<file path="config.mk">
export PLATFORM = sky130hd
export DESIGN_NAME = imem_loader_flat
export DESIGN_NICKNAME = d
export VERILOG_FILES = /design/src/rtl/imem_loader_if.sv /design/src/rtl/imem_loader.sv /design/src/flat_wrapper.sv
export SDC_FILE = /design/constraint.sdc
export NUM_CORES = 1
export LEC_CHECK = 0
export ABC_AREA = 0
export BUFFER_PORTS_ARGS = -buffer_cell sky130_fd_sc_hd__buf_4
export CAP_MARGIN = 10
export CELL_PAD_IN_SITES_DETAIL_PLACEMENT = 1
export CELL_PAD_IN_SITES_GLOBAL_PLACEMENT = 1
export CORE_UTILIZATION = 40
export CTS_CLUSTER_DIAMETER = 60
export DETAILED_ROUTE_END_ITERATION = 12
export PLACE_DENSITY = 0.78
export SYNTH_ARGS = -nofsm -noshare
export SYNTH_HDL_FRONTEND = slang
export SYNTH_SLANG_ARGS = --single-unit
</file>
<file path="constraint.sdc">
create_clock -name clk -period 2.8 [get_ports clk]
set_input_delay 0.56 -clock clk [delete_from_list [all_inputs] [get_ports clk]]
set_output_delay 0.56 -clock clk [all_outputs]
set_load 0.02 [all_outputs]
</file>
<file path="src/rtl/imem_loader_if.sv">
// Boot-stream and instruction-memory write port bundle for the program loader.
// master = loader side, slave = stream source / memory / status observer.
interface imem_loader_if #(
  parameter int ADDR_W = 32
);
  logic              start;
  logic              in_valid;
  logic [7:0]        in_data;
  logic              in_ready;
  logic              mem_we;
  logic [ADDR_W-1:0] mem_addr;
  logic [7:0]        mem_wdata;
  logic              cpu_hold;
  logic              busy;
  logic              done;
  logic              error;
  logic [1:0]        err_code;
  logic [15:0]       bytes_loaded;

  modport master (
    input  start, in_valid, in_data,
    output in_ready, mem_we, mem_addr, mem_wdata,
    output cpu_hold, busy, done, error, err_code, bytes_loaded
  );

  modport slave (
    output start, in_valid, in_data,
    input  in_ready, mem_we, mem_addr, mem_wdata,
    input  cpu_hold, busy, done, error, err_code, bytes_loaded
  );
endinterface

</file>
<file path="src/rtl/imem_loader.sv">
// Loads a length-prefixed, XOR-checksummed byte stream into instruction memory.
// Latency: each payload byte is written one cycle after it is accepted.
// Backpressure: in_ready is high in every loading state; bubbles simply hold state.
module imem_loader #(
  parameter int MEM_BYTES = 109,
  parameter int ADDR_W    = 32
) (
  input  logic          clk,
  input  logic          reset,
  imem_loader_if.master bus
);

  typedef enum logic [2:0] {
    IDLE, LEN_LO, LEN_HI, DATA, CSUM, DONE, ERROR
  } state_t;

  state_t            state, state_nxt;
  logic              loading;
  logic              accept;
  logic [15:0]       hdr_len;
  logic [7:0]        len_lo;
  logic [15:0]       len;
  logic [15:0]       cnt;
  logic [7:0]        csum;
  logic              mem_we;
  logic [ADDR_W-1:0] mem_addr;
  logic [7:0]        mem_wdata;
  logic              done;
  logic              error;
  logic [1:0]        err_code;

  always_comb begin
    state_nxt = state;
    loading   = (state == LEN_LO) || (state == LEN_HI) ||
                (state == DATA)   || (state == CSUM);
    accept    = bus.in_valid && loading;
    hdr_len   = {bus.in_data, len_lo};
    case (state)
      IDLE, DONE, ERROR: if (bus.start) state_nxt = LEN_LO;
      LEN_LO:            if (accept) state_nxt = LEN_HI;
      LEN_HI: begin
        if (accept) begin
          if (hdr_len > 16'(MEM_BYTES)) state_nxt = ERROR;
          else if (hdr_len == 16'd0)    state_nxt = CSUM;
          else                          state_nxt = DATA;
        end
      end
      // cnt counts bytes already taken, so cnt+1 == len marks the final payload byte
      DATA:    if (accept && (cnt + 16'd1 == len)) state_nxt = CSUM;
      CSUM:    if (accept) state_nxt = (bus.in_data == csum) ? DONE : ERROR;
      default: state_nxt = IDLE;
    endcase
  end

  always_ff @(posedge clk or posedge reset) begin
    if (reset) begin
      state     <= IDLE;
      len_lo    <= 8'd0;
      len       <= 16'd0;
      cnt       <= 16'd0;
      csum      <= 8'd0;
      mem_we    <= 1'b0;
      mem_addr  <= '0;
      mem_wdata <= 8'd0;
      done      <= 1'b0;
      error     <= 1'b0;
      err_code  <= 2'b00;
    end else begin
      state  <= state_nxt;
      mem_we <= 1'b0;
      case (state)
        IDLE, DONE, ERROR: begin
          if (bus.start) begin
            done     <= 1'b0;
            error    <= 1'b0;
            err_code <= 2'b00;
            cnt      <= 16'd0;
            csum     <= 8'd0;
          end
        end
        LEN_LO: if (accept) len_lo <= bus.in_data;
        LEN_HI: begin
          if (accept) begin
            len <= hdr_len;
            if (hdr_len > 16'(MEM_BYTES)) begin
              error    <= 1'b1;
              err_code <= 2'b01;
            end
          end
        end
        DATA: begin
          if (accept) begin
            mem_we    <= 1'b1;
            mem_addr  <= ADDR_W'(cnt);
            mem_wdata <= bus.in_data;
            cnt       <= cnt + 16'd1;
            csum      <= csum ^ bus.in_data;
          end
        end
        CSUM: begin
          if (accept) begin
            if (bus.in_data == csum) begin
              done <= 1'b1;
            end else begin
              error    <= 1'b1;
              err_code <= 2'b10;
            end
          end
        end
        default: ;
      endcase
    end
  end

  assign bus.in_ready     = loading;
  assign bus.busy         = loading;
  assign bus.cpu_hold     = loading;
  assign bus.mem_we       = mem_we;
  assign bus.mem_addr     = mem_addr;
  assign bus.mem_wdata    = mem_wdata;
  assign bus.done         = done;
  assign bus.error        = error;
  assign bus.err_code     = err_code;
  assign bus.bytes_loaded = cnt;

endmodule

</file>
<file path="src/flat_wrapper.sv">
// flat-port wrapper written by rule: the top's interface ports become plain ports
module imem_loader_flat 
#(
  parameter int MEM_BYTES = 109,
  parameter int ADDR_W    = 32
)
  (clk, reset, bus_start, bus_in_valid, bus_in_data, bus_in_ready, bus_mem_we, bus_mem_addr, bus_mem_wdata, bus_cpu_hold, bus_busy, bus_done, bus_error, bus_err_code, bus_bytes_loaded);
  imem_loader_if #(.ADDR_W(ADDR_W)) bus_i ();
  input  logic clk;
  input  logic reset;
  input wire logic [$bits(bus_i.start)-1:0] bus_start;
  input wire logic [$bits(bus_i.in_valid)-1:0] bus_in_valid;
  input wire logic [$bits(bus_i.in_data)-1:0] bus_in_data;
  output wire logic [$bits(bus_i.in_ready)-1:0] bus_in_ready;
  output wire logic [$bits(bus_i.mem_we)-1:0] bus_mem_we;
  output wire logic [$bits(bus_i.mem_addr)-1:0] bus_mem_addr;
  output wire logic [$bits(bus_i.mem_wdata)-1:0] bus_mem_wdata;
  output wire logic [$bits(bus_i.cpu_hold)-1:0] bus_cpu_hold;
  output wire logic [$bits(bus_i.busy)-1:0] bus_busy;
  output wire logic [$bits(bus_i.done)-1:0] bus_done;
  output wire logic [$bits(bus_i.error)-1:0] bus_error;
  output wire logic [$bits(bus_i.err_code)-1:0] bus_err_code;
  output wire logic [$bits(bus_i.bytes_loaded)-1:0] bus_bytes_loaded;
  assign bus_i.start = bus_start;
  assign bus_i.in_valid = bus_in_valid;
  assign bus_i.in_data = bus_in_data;
  assign bus_in_ready = bus_i.in_ready;
  assign bus_mem_we = bus_i.mem_we;
  assign bus_mem_addr = bus_i.mem_addr;
  assign bus_mem_wdata = bus_i.mem_wdata;
  assign bus_cpu_hold = bus_i.cpu_hold;
  assign bus_busy = bus_i.busy;
  assign bus_done = bus_i.done;
  assign bus_error = bus_i.error;
  assign bus_err_code = bus_i.err_code;
  assign bus_bytes_loaded = bus_i.bytes_loaded;
  imem_loader #(.MEM_BYTES(MEM_BYTES), .ADDR_W(ADDR_W)) u_core (.clk(clk), .reset(reset), .bus(bus_i));
endmodule
</file>
==> metrics.txt, run 1 <==
VDD IR max=423 µV; count of warnings emitted by yosys=0; die area=11100 µm²; dpl hpwl=around 8000 µm; top_reg_cell synth=dfrtp_1; per-cell routed wire length=17.2 µm; total wire length=11100 µm; RSZ-0062 raised after global routing=false; clock latency on the worst-skew pair=between 0.3 and 0.4 ns; DRC viols=0; Final Setup Violations=0; worst-margin pin slew=0.694 ns; placed cells=roughly 630; via count=3504; worst-case clock buffer depth=2; clock slew seen by the registers of the worst setup and hold paths=0.10 ns; clock skew=0.0151 ns; Final Cycle Share=88.6%; worst min path class=input port to async pin; core area=10300 µm²; Setup Fix Bufs, Post-CTS=0; Global Route Usage Sum=a little over a fifth; fin cells=647; Synth Register Bits=80; kind of critical path=flop to flop; cts bufs inserted=9; critical path arrival=between 2 and 3 ns; R2R Setup Slk=about 0.32 ns; critical path endpoint category=flop; global-route wire length before repair=18600 µm; CTS tree=yes; Max FO, Critical Path=9; final slew viol count=0; CTS root buf=clkbuf_8; I/O Buffers=59; width of the die=105 µm; Post-CTS Resized=0; Fill cells=1209; syn avg cell area=9.26 µm²; DRT iter0 DRCs=between 200 and 250; initial antenna violation count=0; Yosys top cell area share=46.9%; Setup crit start kind=flop; Final ANT Viol Nets=0; Synth area leaders=dfrtp_1 (47%), nand2_1 (8.2%), mux2_2 (6.6%); H-tree depth=3; GRT overflow=0; sequential share of the synthesized area=46.9%; Die Ht=105 µm; 1st-pass router iterations=4; slowest CP cell=dfrtp_1; Cell variety after synth=54; row count=37; Worst slew margin=53.6%; number of synthesized flops with an enable pin=0; final core occ=48.1%; most frequent cell after synthesis=nand2_1; Register-to-Register Path Depth=7; Ant. Diodes=0; gp weighted congestion=0.841; share of post-route cells with drive strength above 1=between 20% and 30%; CP max stage delay=approximately 0.51 ns; worst r2r src=u_core.bus.bytes_loaded[0]; final hold vios=0; initial core utilization=41.3%; Mapped Cells=461; hold_buf cts=0; crit-path cells=ha_1 -> and3_1 -> nand3_1 -> or3_1 -> a22oi_1 -> nand4_2 -> o2bb2ai_1; Worst R2R End=u_core.state[0]; outcome=finished, final reports clean; synth cell count leaders=nand2_1 (93), dfrtp_1 (80), o21ai_0 (44); Fin Setup TNS=0 ns; Mapped Area=4270 µm²; io pins=76; Tmin final=around 2.5 ns; required time at the worst-slack endpoint=3.04 ns; Vias/cell=between 5 and 6; Peak Freq=0.403 GHz; LEAKAGE=about 2.3 nW; power per cell area=952 nW/µm²; max cap viols=0; largest net degree at the start of global routing=63; Area Growth Syn to Fin=16.3%; vias in the first global route=3615; clk sinks=80; largest area contributor in the netlist=dfrtp_1; ys async rst share=100%; nets@finish=519
kinds of logic after synthesis:
kind of cell	synth area share [%]
AND/OR/NAND/NOR	19.6
flip-flops	46.9
multiplexers	7.30
adder cells (fa/ha/maj)	0.293
XOR/XNOR	6.36
AO/OA/AOI/OAI	12.6
buffers and inverters	6.86
other	0.0879
worst max-delay path: cells and delay by family, from the launching register on:
kind	cells	cell delay, ns
AND/OR/NAND/NOR	4	1.13
flip-flops	1	0.51
AO/OA/AOI/OAI	2	0.42
adder cells (fa/ha/maj)	1	0.30
how the worst max path moves through the flow:
stage                                       to                  startpoint  slack, ns
floorplan           u_core.bus.bytes_loaded[0]                       reset       0.19
global placement               u_core.state[1]  u_core.bus.bytes_loaded[0]       0.51
detailed placement             u_core.state[0]  u_core.bus.bytes_loaded[0]       0.35
CTS                            u_core.state[0]  u_core.bus.bytes_loaded[0]       0.32
global route                   u_core.state[0]  u_core.bus.bytes_loaded[0]       0.13
finish                         u_core.state[0]  u_core.bus.bytes_loaded[0]       0.32
per-layer routing:
| layer | global-route usage (%) | share of wire, % | up-vias | wire length (µm) |
|---|---|---|---|---|
| met5 | 0 | 0 | - | 0 |
| met2 | 36.7 | 50 | 69 | 5550 |
| li1 | - | - | 1652 | - |
| met3 | 3.15 | 2.7 | 20 | 304 |
| met1 | 27.4 | 45 | 1763 | 5010 |
| met4 | 8.15 | 2.4 | 0 | 265 |
registers in the layout (all words and copies together), names as in the netlist:
name and count:
u_core.bus.bytes_loaded 16, u_core.bus.mem_addr 16, u_core.len 16, u_core.bus.mem_wdata 8, u_core.csum 8, u_core.len_lo 8, u_core.state 3, u_core.bus.err_code 2
u_core.bus.done 1, u_core.bus.error 1, u_core.bus.mem_we 1
cell type report:
type | count | area [µm²] | share of cell area (%)
Multi-Input combinational cell | 340 | 2030 | 40.9
Inverter | 8 | 31.3 | 0.630
Timing Repair Buffer | 67 | 528 | 10.6
Clock inverter | 7 | 78.8 | 1.59
Tap cell | 136 | 170 | 3.43
Sequential cell | 80 | 2000 | 40.3
Clock buffer | 9 | 124 | 2.50
cells in the final DEF (no fill, tap or decap), types with 4 or more instances in the layout:
master	instances
o31ai_1	4
a31oi_1	8
nand2_1	93
buf_4	65
nor3_1	6
o21ai_0	44
nand2b_1	4
xor2_1	10
nand4_1	11
mux2_2	25
conb_1	16
dfrtp_1	80
nor4_1	4
inv_1	7
a21oi_1	8
clkbuf_8	9
xnor2_1	21
nand3_1	7
nor2_1	30
stage by stage:
step                setup WS, ns  hold WS, ns  total power (W)  area [µm²]
finish                     0.319        0.150          0.00472        4960
floorplan                  0.188        0.471          0.00322        4320
CTS                        0.322        0.152          0.00477        4960
detailed placement         0.349        0.467          0.00386        4760
global route               0.134        0.176          0.00505        4960
global placement           0.514        0.459          0.00375        4760
power by group:
part / switching, W / leakage, nW / internal (W) / total, W
Combinational: 0.00106 / 1.15 / 0.000858 / 0.00192
Clock: 0.000477 / 0.0977 / 0.000421 / 0.000899
Sequential: 0.000376 / 1.05 / 0.00153 / 0.00190
Power figures use the tool's default switching activity.
==> inputs of run 2 (changes only) <==
--- a/config.mk
+++ b/config.mk
@@ -14,6 +14,7 @@
 export CTS_CLUSTER_DIAMETER = 60
 export DETAILED_ROUTE_END_ITERATION = 12
 export PLACE_DENSITY = 0.78
+export SETUP_SLACK_MARGIN = 0.5
 export SYNTH_ARGS = -nofsm -noshare
 export SYNTH_HDL_FRONTEND = slang
 export SYNTH_SLANG_ARGS = --single-unit
==> metrics.txt, run 2 (same netlist as run 1, synthesis figures left out) <==
DR WL met2=5610 µm (was 5550 µm); Peak Freq=0.451 GHz (was 0.403 GHz); RSZ-0062 raised after global routing=false (unchanged); row count=37 (unchanged); crit-path cells=and4_4 -> a21boi_2 -> or4b_4 -> a2111oi_4 -> nand4_2 -> a2bb2oi_1 (was ha_1 -> and3_1 -> nand3_1 -> or3_1 -> a22oi_1 -> nand4_2 -> o2bb2ai_1); final slew viol count=0 (unchanged); max cap viols=0 (unchanged); LEAKAGE=2.29 nW (about the same); clock network fraction of total power=17.7% (was 19.0%); clk sinks=80 (unchanged); power per cell area=941 nW/µm² (was 952 nW/µm²); Setup crit start kind=flop (unchanged); placed cells=630 (was 631); Top Metal Used=met4 (unchanged); die area=11100 µm² (unchanged); fin cells=648 (was 647); DRT iter0 DRCs=128 (was 213); Fill cells=1193 (was 1209); core area=10300 µm² (unchanged); outcome=finished, final reports clean (unchanged); hold_buf cts=0 (unchanged); gp weighted congestion=0.854 (was 0.841); per-cell routed wire length=17.3 µm (was 17.2 µm); combinational share of power=41.7% (was 40.7%); largest net degree at the start of global routing=54 (was 63); slowest CP cell=or4b_4 (was dfrtp_1); CP max stage delay=0.54 ns (was 0.51 ns); Global Route Usage Sum=21.3% (was 21.5%); Register-to-Register Path Depth=6 (was 7); VDD IR max=369 µV (was 423 µV); Final Cycle Share=79.2% (was 88.6%); critical path endpoint category=flop (unchanged); 1st-pass router iterations=4 (unchanged); clock skew=0.0117 ns (was 0.0151 ns); Ant. Diodes=0 (unchanged); sw power=0.00195 W (was 0.00192 W); kind of critical path=flop to flop (unchanged); Tmin final=2.22 ns (was 2.48 ns); clock latency on the worst-skew pair=0.37 ns (about the same); nets@finish=520 (was 519); Top delay family on crit path=simple AND/OR/NAND/NOR gates (unchanged); worst path buffer plus inverter count=0 (unchanged); share of post-route cells with drive strength above 1=26.2% (was 23.1%); most frequent cells in the layout=nand2_1 (93), dfrtp_1 (72), buf_4 (67) (was nand2_1 (93), dfrtp_1 (80), buf_4 (65)); dpl hpwl=7880 µm (was 7830 µm); Met1 Routed Length=5110 µm (was 5010 µm); worst-margin pin slew=0.662 ns (was 0.694 ns); initial antenna violation count=0 (unchanged); Fin Setup TNS=0 ns (unchanged); io pins=76 (unchanged); via count=3521 (was 3504); worst r2r src=u_core.bus.bytes_loaded[2] (was u_core.bus.bytes_loaded[0]); critical path arrival=2.48 ns (was 2.72 ns); I/O Buffers=59 (unchanged); required time at the worst-slack endpoint=3.06 ns (was 3.04 ns); Pint=0.00275 W (was 0.00280 W); worst min path class=input port to async pin (unchanged); R2R Setup Slk=0.58 ns (was 0.32 ns); CTS root buf=clkbuf_8 (unchanged); Final Setup Violations=0 (unchanged); Max FO, Critical Path=10 (was 9); width of the die=105 µm (unchanged); CTS tree=yes (unchanged); initial core utilization=41.3% (unchanged); GRT overflow=0 (unchanged); total wire length=11200 µm (was 11100 µm); Final ANT Viol Nets=0 (unchanged); Worst R2R End=u_core.state[1] (was u_core.state[0]); Area Growth Syn to Fin=17.0% (was 16.3%); Vias/cell=5.43 (was 5.42); hold_ws=0.106 ns (was 0.150 ns); cts bufs inserted=9 (unchanged); Reg power frac=40.6% (was 40.3%); worst-case clock buffer depth=2 (unchanged); commonest non-fill, non-tap cell in the layout=nand2_1 (unchanged); Worst slew margin=55.7% (was 53.6%); vias in the first global route=3564 (was 3615); Sw Share=41.4% (was 40.6%); final hold vios=0 (unchanged); met3 WL=327 µm (was 304 µm); DRC viols=0 (unchanged); clock slew seen by the registers of the worst setup and hold paths=0.09 ns (was 0.10 ns); H-tree depth=3 (unchanged); global-route wire length before repair=18500 µm (was 18600 µm); Die Ht=105 µm (unchanged)
run 2: changes by cell type in the layout (fill, tap and decap cells not counted), moves of 2 or more:
| cell | previous run | this run |
|---|---|---|
| dfrtp_1 | 80 | 72 |
| inv_6 | 1 | 3 |
| dfrtp_2 | 0 | 8 |
| clkinvlp_4 | 2 | 4 |
| buf_4 | 65 | 67 |
| clkinv_2 | 2 | 0 |
run 2: stage by stage:
stage / setup WS, ns / instance area [µm²] / utilization [%] / total power [W]
final: 0.581 / 4990 / 48.3 / 0.00470
after global placement: 0.582 / 4750 / 46.0 / 0.00376
after global routing: 0.499 / 4990 / 48.3 / 0.00499
after CTS: 0.519 / 4960 / 48.0 / 0.00470
after detailed placement: 0.475 / 4750 / 46.0 / 0.00385
after floorplan: 0.550 / 4340 / - / 0.00322
run 2: routing by layer:
metal	vias up	global-route usage, %
li1	1653	-
met1	1782	28.2
met2	71	35.2
met3	15	3.59
met4	0	7.55
met5	-	0
run 2: area by class of cell:
class                           count  area [µm²]  area share, %
Tap cell                          136         170           3.41
Timing Repair Buffer               68         523           10.5
Clock inverter                      7        60.1           1.20
Inverter                            8        33.8          0.677
Sequential cell                    80        2010           40.3
Multi-Input combinational cell    340        2070           41.4
Clock buffer                        9         124           2.48
run 2: how the worst max path moves through the flow:
stage / from / endpoint / slack [ns] / cells after the start
after CTS: u_core.bus.bytes_loaded[0] / u_core.state[1] / 0.52 / 7
after floorplan: u_core.bus.bytes_loaded[2] / u_core.state[1] / 0.55 / 7
final: u_core.bus.bytes_loaded[2] / u_core.state[1] / 0.58 / 6
after global placement: u_core.bus.bytes_loaded[3] / u_core.state[1] / 0.58 / 6
after global routing: u_core.bus.bytes_loaded[0] / u_core.state[0] / 0.50 / 7
after detailed placement: u_core.bus.bytes_loaded[0] / u_core.state[1] / 0.48 / 7
run 2: repair_timing:
| item | 4_1_cts | 5_1_grt |
|---|---|---|
| gates resized for setup | 4 | 9 |
| pin swaps | 0 | 1 |
| setup endpoints to repair | 6 | 8 |
| cloned | 0 | 0 |
| setup buffers | 0 | 2 |
run 2: worst reg2reg max path, delay by kind of cell, from the launching register on:
kind,cells,cell delay [ns]
AOI/OAI and AO/OA,3,0.63
DFF,1,0.47
and+or+nand+nor,3,1.01
run 2: power groups by stage:
stage                     logic, W  registers (W)  clock network (W)
after floorplan            0.00129        0.00193                  0
after global placement     0.00187        0.00189                  0
after detailed placement   0.00192        0.00192                  0
after CTS                  0.00195        0.00190           0.000847
after global routing       0.00214        0.00195           0.000893
final                      0.00196        0.00191           0.000831
==> inputs of run 3 (changes only) <==
--- a/config.mk
+++ b/config.mk
@@ -10,10 +10,10 @@
 export CAP_MARGIN = 10
 export CELL_PAD_IN_SITES_DETAIL_PLACEMENT = 1
 export CELL_PAD_IN_SITES_GLOBAL_PLACEMENT = 1
-export CORE_UTILIZATION = 40
+export CORE_UTILIZATION = 38
 export CTS_CLUSTER_DIAMETER = 60
 export DETAILED_ROUTE_END_ITERATION = 12
-export PLACE_DENSITY = 0.78
+export PLACE_DENSITY = 0.77
 export SETUP_SLACK_MARGIN = 0.5
 export SYNTH_ARGS = -nofsm -noshare
 export SYNTH_HDL_FRONTEND = slang
==> constraint.sdc (replaced) <==
create_clock -name clk -period 2 [get_ports clk]
set_input_delay 0.4 -clock clk [delete_from_list [all_inputs] [get_ports clk]]
set_output_delay 0.4 -clock clk [all_outputs]
set_load 0.02 [all_outputs]
==> metrics.txt, run 3 (same netlist as run 1, synthesis figures left out) <==
outcome=finished with violations (was finished, final reports clean); failing checks=negative setup slack; combinational share of power=61.3% (was 41.7%); kind of critical path=flop to flop (unchanged); commonest non-fill, non-tap cell in the layout=buf_4 (was nand2_1); hold_ws=0.0988 ns (was 0.106 ns); gp weighted congestion=0.879 (was 0.854); Max FO, Critical Path=5 (was 10); Fin Setup TNS=-1.02 ns (was 0 ns); nets@finish=626 (was 520); per-cell routed wire length=30.2 µm (was 17.3 µm); DRC viols=0 (unchanged); vias in the first global route=4513 (was 3564); initial antenna violation count=0 (unchanged); Setup WS post-layout=-0.365 ns (was 0.581 ns); width of the die=108 µm (was 105 µm); VDD IR max=967 µV (was 369 µV); power per cell area=1450 nW/µm² (was 941 nW/µm²); dpl hpwl=8850 µm (was 7880 µm); Global Route Usage Sum=33.2% (was 21.3%); Peak Freq=0.423 GHz (was 0.451 GHz); 1st-pass router iterations=5 (was 4); Worst slew margin=60.7% (was 55.7%); Register-to-Register Path Depth=7 (was 6); area of the multi-input gates=2970 µm² (was 2070 µm²); clock skew=0.0150 ns (was 0.0117 ns); die area=11700 µm² (was 11100 µm²); clock network fraction of total power=12.1% (was 17.7%); global-route wire length before repair=27900 µm (was 18500 µm); placed cells=669 (was 630); sw power=0.00461 W (was 0.00195 W); initial core utilization=39.2% (was 41.3%); required time at the worst-slack endpoint=2.26 ns (was 3.06 ns); Ant. Diodes=0 (unchanged); Fill cells=1107 (was 1193); cts bufs inserted=9 (unchanged); Setup crit start kind=flop (unchanged); clock latency on the worst-skew pair=0.38 ns (was 0.37 ns); Final Cycle Share=118% (was 79.2%); Worst R2R End=u_core.state[1] (unchanged); CTS root buf=clkbuf_8 (unchanged); Area Growth Syn to Fin=72.0% (was 17.0%); most frequent cells in the layout=buf_4 (91), dfrtp_1 (67), buf_6 (53) (was nand2_1 (93), dfrtp_1 (72), buf_4 (67)); io pins=76 (unchanged); post-place setup slack=-0.0811 ns (was 0.475 ns); critical path endpoint category=flop (unchanged); GRT overflow=0 (unchanged); Reg power frac=26.6% (was 40.6%); largest net degree at the start of global routing=51 (was 54); row count=38 (was 37); Die Ht=108 µm (was 105 µm); total wire length=22800 µm (was 11200 µm); DRT iter0 DRCs=446 (was 128); worst r2r src=u_core.bus.bytes_loaded[0] (was u_core.bus.bytes_loaded[2]); core area=10900 µm² (was 10300 µm²); Final ANT Viol Nets=0 (unchanged); clk sinks=80 (unchanged); final hold vios=0 (unchanged); Sw Share=43.4% (was 41.4%); H-tree depth=3 (unchanged); RSZ-0062 raised after global routing=true (was false); clock slew seen by the registers of the worst setup and hold paths=0.10 ns (was 0.09 ns); max cap viols=0 (unchanged); Tmin final=2.36 ns (was 2.22 ns); via count=4593 (was 3521); I/O Buffers=59 (unchanged); fin cells=757 (was 648); Pint=0.00602 W (was 0.00275 W); LEAKAGE=3.51 nW (was 2.29 nW); hold_buf cts=0 (unchanged); worst-case clock buffer depth=2 (unchanged); worst min path class=input port to async pin (unchanged); CTS tree=yes (unchanged); critical path arrival=2.63 ns (was 2.48 ns); Vias/cell=6.07 (was 5.43); Final Setup Violations=3 (was 0); final slew viol count=0 (unchanged); Reg area=2020 µm² (was 2010 µm²); worst-margin pin slew=0.584 ns (was 0.662 ns); R2R Setup Slk=-0.36 ns (was 0.58 ns); share of post-route cells with drive strength above 1=60.5% (was 26.2%)
## run 3: changes by cell type in the layout (fill, tap and decap cells not counted), sizes merged
cell	previous run	this run
buf	68	169
bufinv	0	1
clkbuf	9	14
clkinv	0	4
clkinvlp	4	2
inv	11	7
## run 3: power groups by stage
| stage | combinational (W) | sequential (W) | clock, W |
|---|---|---|---|
| CTS | 0.00502 | 0.00265 | 0.00122 |
| global placement | 0.00305 | 0.00260 | 0 |
| finish | 0.00651 | 0.00283 | 0.00129 |
| global route | 0.00668 | 0.00285 | 0.00135 |
| floorplan | 0.00207 | 0.00271 | 0 |
| detailed placement | 0.00317 | 0.00264 | 0 |
## run 3: metal layers
layer	global-route usage (%)	part of all wire, %	vias up
li1	-	-	1868
met1	40.1	37	2336
met2	55.0	50	289
met3	7.41	6.7	100
met4	18.1	6.2	0
met5	0	0	-
## run 3: final cells by class
type / instances / area share, %
Timing Repair inverter: 2 / 0.631
Sequential cell: 80 / 27.5
Tap cell: 140 / 2.39
Clock inverter: 4 / 0.614
Multi-Input combinational cell: 340 / 40.5
Timing Repair Buffer: 172 / 25.7
Inverter: 8 / 0.733
Clock buffer: 11 / 1.93
## run 3: timing repair
item	CTS	global route
endpoints found under the setup margin	92	96
hold endpoints to repair	0	0
cloned	9	3
pin swaps	59	59
setup buffers	33	28
resized for setup	201	111
## run 3: stage by stage
stage / power [W] / utilization (%) / instance area [µm²]
global placement: 0.00565 / 48.1 / 5230
detailed placement: 0.00582 / 48.1 / 5230
global route: 0.0109 / 67.4 / 7340
CTS: 0.00889 / 60.3 / 6570
floorplan: 0.00479 / - / 4660
finish: 0.0106 / 67.4 / 7340
## run 3: worst max-delay path by stage
stage / from / endpoint / slack, ns
detailed placement: u_core.bus.bytes_loaded[1] / u_core.state[1] / -0.08
finish: u_core.bus.bytes_loaded[0] / u_core.state[1] / -0.36
global route: u_core.bus.bytes_loaded[0] / u_core.state[1] / -0.45
floorplan: u_core.bus.bytes_loaded[2] / u_core.state[1] / -0.06
CTS: u_core.bus.bytes_loaded[1] / u_core.state[1] / -0.03
global placement: u_core.bus.bytes_loaded[1] / u_core.state[1] / 0.0009
## run 3: worst max-delay path: stages (launching register included)
cell	delay [ns]
dfrtp_2	0.46
buf_4	0.15
buf_6	0.14
xor2_1	0.33
nand4_1	0.31
a2111oi_4	0.41
nand4_2	0.24
a2bb2oi_1	0.20
